[config.mk]
export PLATFORM = sky130hd
export DESIGN_NAME = seq_fetch_unit
export DESIGN_NICKNAME = d
export VERILOG_FILES = /design/src/rtl/seq_fetch_unit.sv
export SDC_FILE = /design/constraint.sdc
export NUM_CORES = 1
export LEC_CHECK = 0
export BUFFER_PORTS_ARGS = -buffer_cell sky130_fd_sc_hd__buf_2
export CELL_PAD_IN_SITES_DETAIL_PLACEMENT = 0
export CELL_PAD_IN_SITES_GLOBAL_PLACEMENT = 1
export CORE_ASPECT_RATIO = 0.6
export CORE_MARGIN = 4
export CORE_UTILIZATION = 39
export CTS_CLUSTER_SIZE = 10
export DETAILED_ROUTE_END_ITERATION = 10
export PLACE_DENSITY = 0.8
export SLEW_MARGIN = 10
export SYNTH_ARGS = -nofsm -noshare
export SYNTH_HDL_FRONTEND = slang
export SYNTH_SLANG_ARGS = --single-unit
[constraint.sdc]
create_clock -name i_clk -period 4.15 [get_ports i_clk]
set_input_delay 0.415 -clock i_clk [delete_from_list [all_inputs] [get_ports i_clk]]
set_output_delay 0.415 -clock i_clk [all_outputs]
set_load 0.005 [all_outputs]
[src/rtl/seq_fetch_unit.sv]
// Fetch stage: drives the fetch PC into a 1-cycle synchronous instruction ROM and
// buffers returned words with their PCs in a small prefetch queue for decode.
module seq_fetch_unit #(
    parameter int ADDRESS_SIZE = 10,
    parameter int INSTR_SIZE   = 16,
    parameter int BUF_DEPTH    = 2
) (
    input  logic                    i_clk,
    input  logic                    i_rst_n,
    input  logic                    i_sys_halt,
    input  logic                    i_stall,
    input  logic                    i_jump,
    input  logic [ADDRESS_SIZE-1:0] i_jump_addr,
    output logic                    o_imem_en,
    output logic [ADDRESS_SIZE-1:0] o_imem_addr,
    input  logic [INSTR_SIZE-1:0]   i_imem_data,
    output logic [INSTR_SIZE-1:0]   o_instruction,
    output logic                    o_instr_valid,
    output logic [ADDRESS_SIZE-1:0] o_pc,
    output logic                    o_flush
);

    localparam int PTRW = $clog2(BUF_DEPTH);
    localparam int CNTW = PTRW + 1;
    localparam int SUMW = CNTW + 1;

    localparam logic [ADDRESS_SIZE-1:0] PC_ONE  = ADDRESS_SIZE'(1);
    localparam logic [PTRW-1:0]         PTR_ONE = PTRW'(1);
    localparam logic [SUMW-1:0]         DEPTH_S = SUMW'(BUF_DEPTH);

    logic [ADDRESS_SIZE-1:0] r_f_pc;
    logic [ADDRESS_SIZE-1:0] r_req_pc;
    logic                    r_pending;
    logic [PTRW-1:0]         r_rd_ptr;
    logic [PTRW-1:0]         r_wr_ptr;
    logic [CNTW-1:0]         r_count;

    logic [INSTR_SIZE-1:0]   r_q_instr [BUF_DEPTH];
    logic [ADDRESS_SIZE-1:0] r_q_pc    [BUF_DEPTH];

    logic                    w_redirect;
    logic                    w_has_data;
    logic                    w_pop;
    logic                    w_push;
    logic                    w_issue;
    logic [SUMW-1:0]         w_demand;

    // Reset gates the request strobes so nothing reaches the ROM while held in reset.
    assign w_redirect = i_rst_n & i_jump & ~i_sys_halt;
    assign w_has_data = (r_count != '0);
    assign w_pop      = w_has_data & ~w_redirect & ~i_stall & ~i_sys_halt;
    assign w_push     = i_rst_n & r_pending & ~w_redirect;

    // Entries held plus the read in flight, less the entry leaving this cycle.
    assign w_demand = SUMW'(r_count) + SUMW'(r_pending) - SUMW'(w_pop);
    assign w_issue  = i_rst_n & ~i_sys_halt & ~w_redirect & (w_demand < DEPTH_S);

    assign o_imem_en   = w_issue | w_redirect;
    assign o_imem_addr = w_redirect ? i_jump_addr : r_f_pc;
    assign o_flush     = w_redirect;

    assign o_instr_valid = w_has_data & ~w_redirect;
    assign o_instruction = o_instr_valid ? r_q_instr[r_rd_ptr] : '0;
    assign o_pc          = o_instr_valid ? r_q_pc[r_rd_ptr]    : '0;

    always_ff @(posedge i_clk) begin
        if (!i_rst_n) begin
            r_f_pc    <= '0;
            r_req_pc  <= '0;
            r_pending <= 1'b0;
            r_rd_ptr  <= '0;
            r_wr_ptr  <= '0;
            r_count   <= '0;
        end else if (w_redirect) begin
            r_f_pc    <= i_jump_addr + PC_ONE;
            r_req_pc  <= i_jump_addr;
            r_pending <= 1'b1;
            r_rd_ptr  <= '0;
            r_wr_ptr  <= '0;
            r_count   <= '0;
        end else begin
            r_pending <= w_issue;
            if (w_issue) begin
                r_f_pc   <= r_f_pc + PC_ONE;
                r_req_pc <= r_f_pc;
            end
            if (w_push) begin
                r_wr_ptr <= r_wr_ptr + PTR_ONE;
            end
            if (w_pop) begin
                r_rd_ptr <= r_rd_ptr + PTR_ONE;
            end
            r_count <= r_count + CNTW'(w_push) - CNTW'(w_pop);
        end
    end

    // Storage needs no reset: occupancy alone decides what is visible.
    always_ff @(posedge i_clk) begin
        if (w_push) begin
            r_q_instr[r_wr_ptr] <= i_imem_data;
            r_q_pc[r_wr_ptr]    <= r_req_pc;
        end
    end

endmodule

[After elaboration in Yosys (flattened, before gate mapping)]
Memory sizes are Yosys's and may differ from the RTL's. A register that Yosys moved wholly into a read port is not among the register bits.
Cells that the tools add are included.
Word-level totals
  register bits: 25
  bits in latches: 0
  bits in writable memories: 52
  bits in read-only memories: 0
  input port bits: 31
  output and inout port bits: 39
  logic and storage cells: 49
  memories kept: 2
Cells by class
  $add $sub $neg: 8
  multiply operators: 0
  divide/modulo/power cells: 0
  magnitude comparators: 1
  equality and inequality tests: 0
  shift operators: 0
  mux-type cells: 14
  bitwise logic cells: 15
  reductions and logical operators: 3
Memory list
  r_q_instr: words 2, width 16, rd ports 1, clocked after Yosys merged registers in 1, write ports 1, line 38  | logic [INSTR_SIZE-1:0] r_q_instr [BUF_DEPTH];
  r_q_pc: words 2, width 10, rd ports 1, clocked after Yosys merged registers in 1, write ports 1, line 39  | logic [ADDRESS_SIZE-1:0] r_q_pc [BUF_DEPTH];
Operator list (number)
  $mux W10: 6
  $add A10 B1 Y10 const B: 2
  $mux W16: 1
  $and A1 B1 Y1: 10
  $mux W1: 7
  $not A1 Y1: 4
  $reduce_bool A2 Y1: 2
  $add A2 B1 Y3: 1
  $lt A3 B2 Y1 const B: 1
  $sub A3 B1 Y3: 1
  $add A1 B1 Y1 const B: 2
  $add A2 B1 Y2: 1
  $reduce_or A2 Y1: 1
  $sub A2 B1 Y2: 1
  $or A1 B1 Y1: 1

[Depth between registers and ports, before layout]
  word-level depth: 11
  gate-level depth with buffers: 13
  depth with buffers taken out: 12

[Least setup slack after synthesis]
Ideal clock, no wire load.
  path kind: input port to output port
  from: input i_sys_halt
  to: output o_imem_en
  data arrival time: 2.570 ns
  required time: 3.735 ns
  path slack: 1.165 ns
  stages: 11
  path buffers: 2
  cells stage by stage: nand3b_4 > o21ai_4 > or3_1 > clkbuf_2 > nor2_1 > o21ai_0 > fa_1 > xnor2_1 > a31oi_4 > clkinv_1 > buf_2
On the way
  cells in the longest elaborated chain, start to end: 10
Ends and longest elaborated chain
  start: declaration: line 10  | input logic i_sys_halt,
  $not A1 Y1 (*): line 49, 51, 56
  $and A1 B1 Y1: line 49  | assign w_redirect = i_rst_n & i_jump & ~i_sys_halt;
  $not A1 Y1: line 51, 56
  $and A1 B1 Y1 (3 in a row): line 51  | assign w_pop = w_has_data & ~w_redirect & ~i_stall & ~i_sys_halt;
  $sub A3 B1 Y3: line 55  | assign w_demand = SUMW'(r_count) + SUMW'(r_pending) - SUMW'(w_pop);
  $lt A3 B2 Y1: line 56  | assign w_issue = i_rst_n & ~i_sys_halt & ~w_redirect & (w_demand < DEPTH_S);
  $and A1 B1 Y1: line 56
  $or A1 B1 Y1 (*): line 58  | assign o_imem_en = w_issue | w_redirect;
  end: declaration: line 14  | output logic o_imem_en,
Every way passes the cells marked *; elsewhere a longest branch is shown, timed or not.

[Worst setup path after layout]
  from: input i_rst_n
  to: output o_imem_en
On the way
  cells in the longest elaborated chain, start to end: 10
Ends and longest elaborated chain
  start: declaration: line 9  | input logic i_rst_n,
  $and A1 B1 Y1 (2 in a row): line 49
  $not A1 Y1: line 51, 56
  $and A1 B1 Y1 (3 in a row): line 51
  $sub A3 B1 Y3: line 55
  $lt A3 B2 Y1: line 56
  $and A1 B1 Y1: line 56
  $or A1 B1 Y1 (*): line 58
Marked as above.

==> metrics.md <==
| Metric | Value |
|---|---|
| Flop-to-flop setup slack | 1220 ps |
| Final ANT Viol Nets | 0 |
| CTS tree | yes |
| Synth Area in Simple Gates | 0.1484 |
| FF/Latch Area | 0.002082 mm2 |
| FF-to-FF End | r_f_pc[9] |
| Final Net Count | 408 |
| Drt wl/cell | 14.67 um |
| Hold depth | 1 |
| Post-synthesis cell type count | 44 |
| Root Driver | clkbuf_16 |
| Grt ovf | 0 |
| Gate Count Post-Synth | 300 |
| Multi-input gate area | 0.001226 mm2 |
| Pwr Density | 425.9 mW/mm2 |
| Netlist Area Pre-Place | 0.003407 mm2 |
| Critical path endpoint category | primary output |
| Post-synthesis mux area share | 0.09438 |
| Tmin final | 3312 ps |
| Asr flop ratio synth | 0 |
| Fmax | 301.9 MHz |
| Worst-Margin Slew | 463.3 ps |
| Worst-path clk slew | 50 ps |
| Area delta synth->final | 22.40% |
| DRC Markers | 0 |
| Psw | 388.8 uW |
| Most frequent cells in the layout | buf_2, edfxtp_1, nor2_1 |
| Die area | 0.01034 mm2 |
| Via count | 2471 |
| Layout cells sized above 1 | 0.2540 |
| Critical path type | in2out |
| Commonest non-fill, non-tap cell in the layout | buf_2 |
| Worst slack at placement | 810.8 ps |
| Hold Startpoint | i_imem_data[9] |
| PostCTS Resize Cnt | 0 |
| Die W | 128.7 um |
| N_diodes | 0 |
| Synth Area in Compound Gates | 0.08263 |
| Seq/Total Area, Yosys | 0.6111 |
| Critical Path AT | 2900 ps |
| Switching part of the total | 0.2189 |
| Fin. Hold Viols | 0 |
| Number of global-route vias before repair | 2353 |
| Critical R2R Launch | r_count[1] |
| Logic gate share of total power | 0.097 |
| Top_reg_cell synth | edfxtp_1 |
| Largest net degree at the start of global routing | 28 |
| DR pass1 iterations | 4 |
| Hold endpoint | r_q_instr[0][9] |
| Core ar. | 0.008523 mm2 |
| Via-to-Cell Ratio | 5.043 |
| Slew HR | 0.6911 |
| Post-CTS setup buffer count | 0 |
| Synth Register Bits | 78 |
| Total Routing Usage GR | 0.1431 |
| Routability Congestion | 0.8776 |
| Largest family of logic cells by synthesized area | simple AND/OR/NAND/NOR gates |
| CTS Sinks | 78 |
| Crit path launch type | input pin |
| Clk network pwr share | 0.402 |
| CTS Buffer Depth | 2 |
| Max rail drop VDD | 0.0002669 V |
| Post-Synth XOR/XNOR Area | 0.02057 |
| Reg power frac | 0.501 |
| DP Wirelength | 5.154 mm |
| Post-synth EDFFs | 52 |
| Post-route setup slack | 837.7 ps |
| Total Power | 1776 uW |
| Max Slew Vio Count | 0 |
| Min-Delay Path Class | in2reg |
| Die Ht | 80.40 um |
| Final setup fails | 0 |
| Starting Density | 0.3997 |
| Final worst-path cycle share | 0.7981 |
| Row count | 26 |
| I/O pin cnt | 70 |
| Clk_skew | 3.963 ps |
| Fill cells | 789 |
| Status | completed |
| Post-Synth Adder-Cell Area | 0.01322 |
| RSZ-0062 raised after global routing | no |
| Worst Reg2Reg Path Length in Cells | 12 |
| Num CTS Buffers | 9 |
| IO Port Bufs | 69 |
| Syn Area/Cell | 11.36 um2 |
| Final WL | 7.187 mm |
| Post-CTS Hold Fix Bufs | 0 |
| First-pass GRT wire length | 11.39 mm |
| Leakage | 0.001641 uW |
| Maximum Capacitance Violations | 0 |
| Synth warn | 0 |
| H-tree depth | 3 |
| Syn Nets | 334 |
| Worst-skew pair later-pin latency | 320 ps |
| CP Data Required Time | 3730 ps |
| Crit-path max FO | 19 |
| DRT iter0 DRCs | 142 |
| TNS Setup | 0 ps |
| Pint | 1387 uW |
| Initial antenna violation count | 0 |
-- worst max path at each step --
stage,slack [ps],start,endpoint
after floorplan,1160,i_sys_halt,o_imem_en
after global placement,870,i_rst_n,o_imem_en
after detailed placement,810,i_rst_n,r_f_pc[9]
after CTS,830,i_rst_n,o_imem_en
after global routing,640,i_rst_n,o_imem_en
final,840,i_rst_n,o_imem_en
-- sequential cells by signal, summed over array words and instances, names as in the netlist, named ones only --
signal     flops
r_count        2
r_req_pc      10
r_q_instr     32
r_q_pc        20
r_pending      1
r_wr_ptr       1
r_f_pc        10
r_rd_ptr       1
-- cells by family after synthesis --
group                      after synthesis
adders and majority gates                3
muxes                                   32
DFF                                     78
AOI/OAI and AO/OA                       43
buffers and inverters                   24
and+or+nand+nor                        112
xor gates and xnor gates                 8
-- routing by layer --
metal,vias up,part of all wire,GRT usage
li1,1226,-,-
met1,1176,0.49,0.2027
met2,67,0.44,0.2045
met3,2,0.068,0.05648
met4,0,0.0036,0.03459
met5,-,0,0
-- Yosys cell counts, types with 2 or more instances --
| master | n | area share |
|---|---|---|
| a211oi_1 | 3 | 0.0066 |
| a21oi_1 | 14 | 0.021 |
| a31oi_1 | 2 | 0.0037 |
| and3_1 | 2 | 0.0037 |
| buf_2 | 5 | 0.0073 |
| clkbuf_1 | 6 | 0.0066 |
| dfxtp_1 | 26 | 0.15 |
| edfxtp_1 | 52 | 0.46 |
| ha_1 | 2 | 0.0073 |
| inv_1 | 9 | 0.0099 |
| mux2i_1 | 31 | 0.091 |
| nand2_1 | 34 | 0.037 |
| nand3_1 | 11 | 0.016 |
| nand4_1 | 2 | 0.0037 |
| nor2_1 | 44 | 0.048 |
| nor3_1 | 3 | 0.0044 |
| nor3b_1 | 2 | 0.0044 |
| nor4_1 | 4 | 0.0073 |
| o21ai_0 | 13 | 0.019 |
| o22ai_1 | 3 | 0.0055 |
| or3_1 | 3 | 0.0055 |
| xnor2_1 | 4 | 0.010 |
| xor2_1 | 4 | 0.010 |
-- worst max-delay path, stage by stage --
cell      delay (ps)
buf_2            200
nand3b_4         260
o21ai_4           80
or3_1            420
nor2_1           200
o21ai_0          140
fa_1             390
xnor2_1          170
a31oi_4          210
clkinv_1         220
buf_2            200
-- final cells by class --
cell class | count | share of cell area
sequential | 78 | 0.4993
multi-input combinational | 198 | 0.2940
timing repair buffer | 77 | 0.09721
clock buffer | 14 | 0.06571
tap | 112 | 0.03360
inverter | 10 | 0.009001
clock inverter | 1 | 0.001200
-- metrics by stage --
| step | cells | utilization | hold WS, ps | cell area [um2] |
|---|---|---|---|---|
| after global placement | 475 | 0.4565 | 440.5 | 3891 |
| after floorplan | 300 | - | 420.3 | 3407 |
| after detailed placement | 475 | 0.4565 | 443.7 | 3891 |
| after CTS | 490 | 0.4893 | 265.3 | 4170 |
| after global routing | 490 | 0.4893 | 264.0 | 4170 |
| final | 490 | 0.4893 | 280.1 | 4170 |
-- power by group through the flow --
stage | sequential [uW] | combinational (uW) | clock (uW)
after global routing | 894 | 194 | 769
final | 890 | 172 | 714
after global placement | 905 | 171 | 0
after detailed placement | 906 | 174 | 0
after floorplan | 899 | 101 | 0
after CTS | 890 | 174 | 734
(Power assumes the default switching activity.)
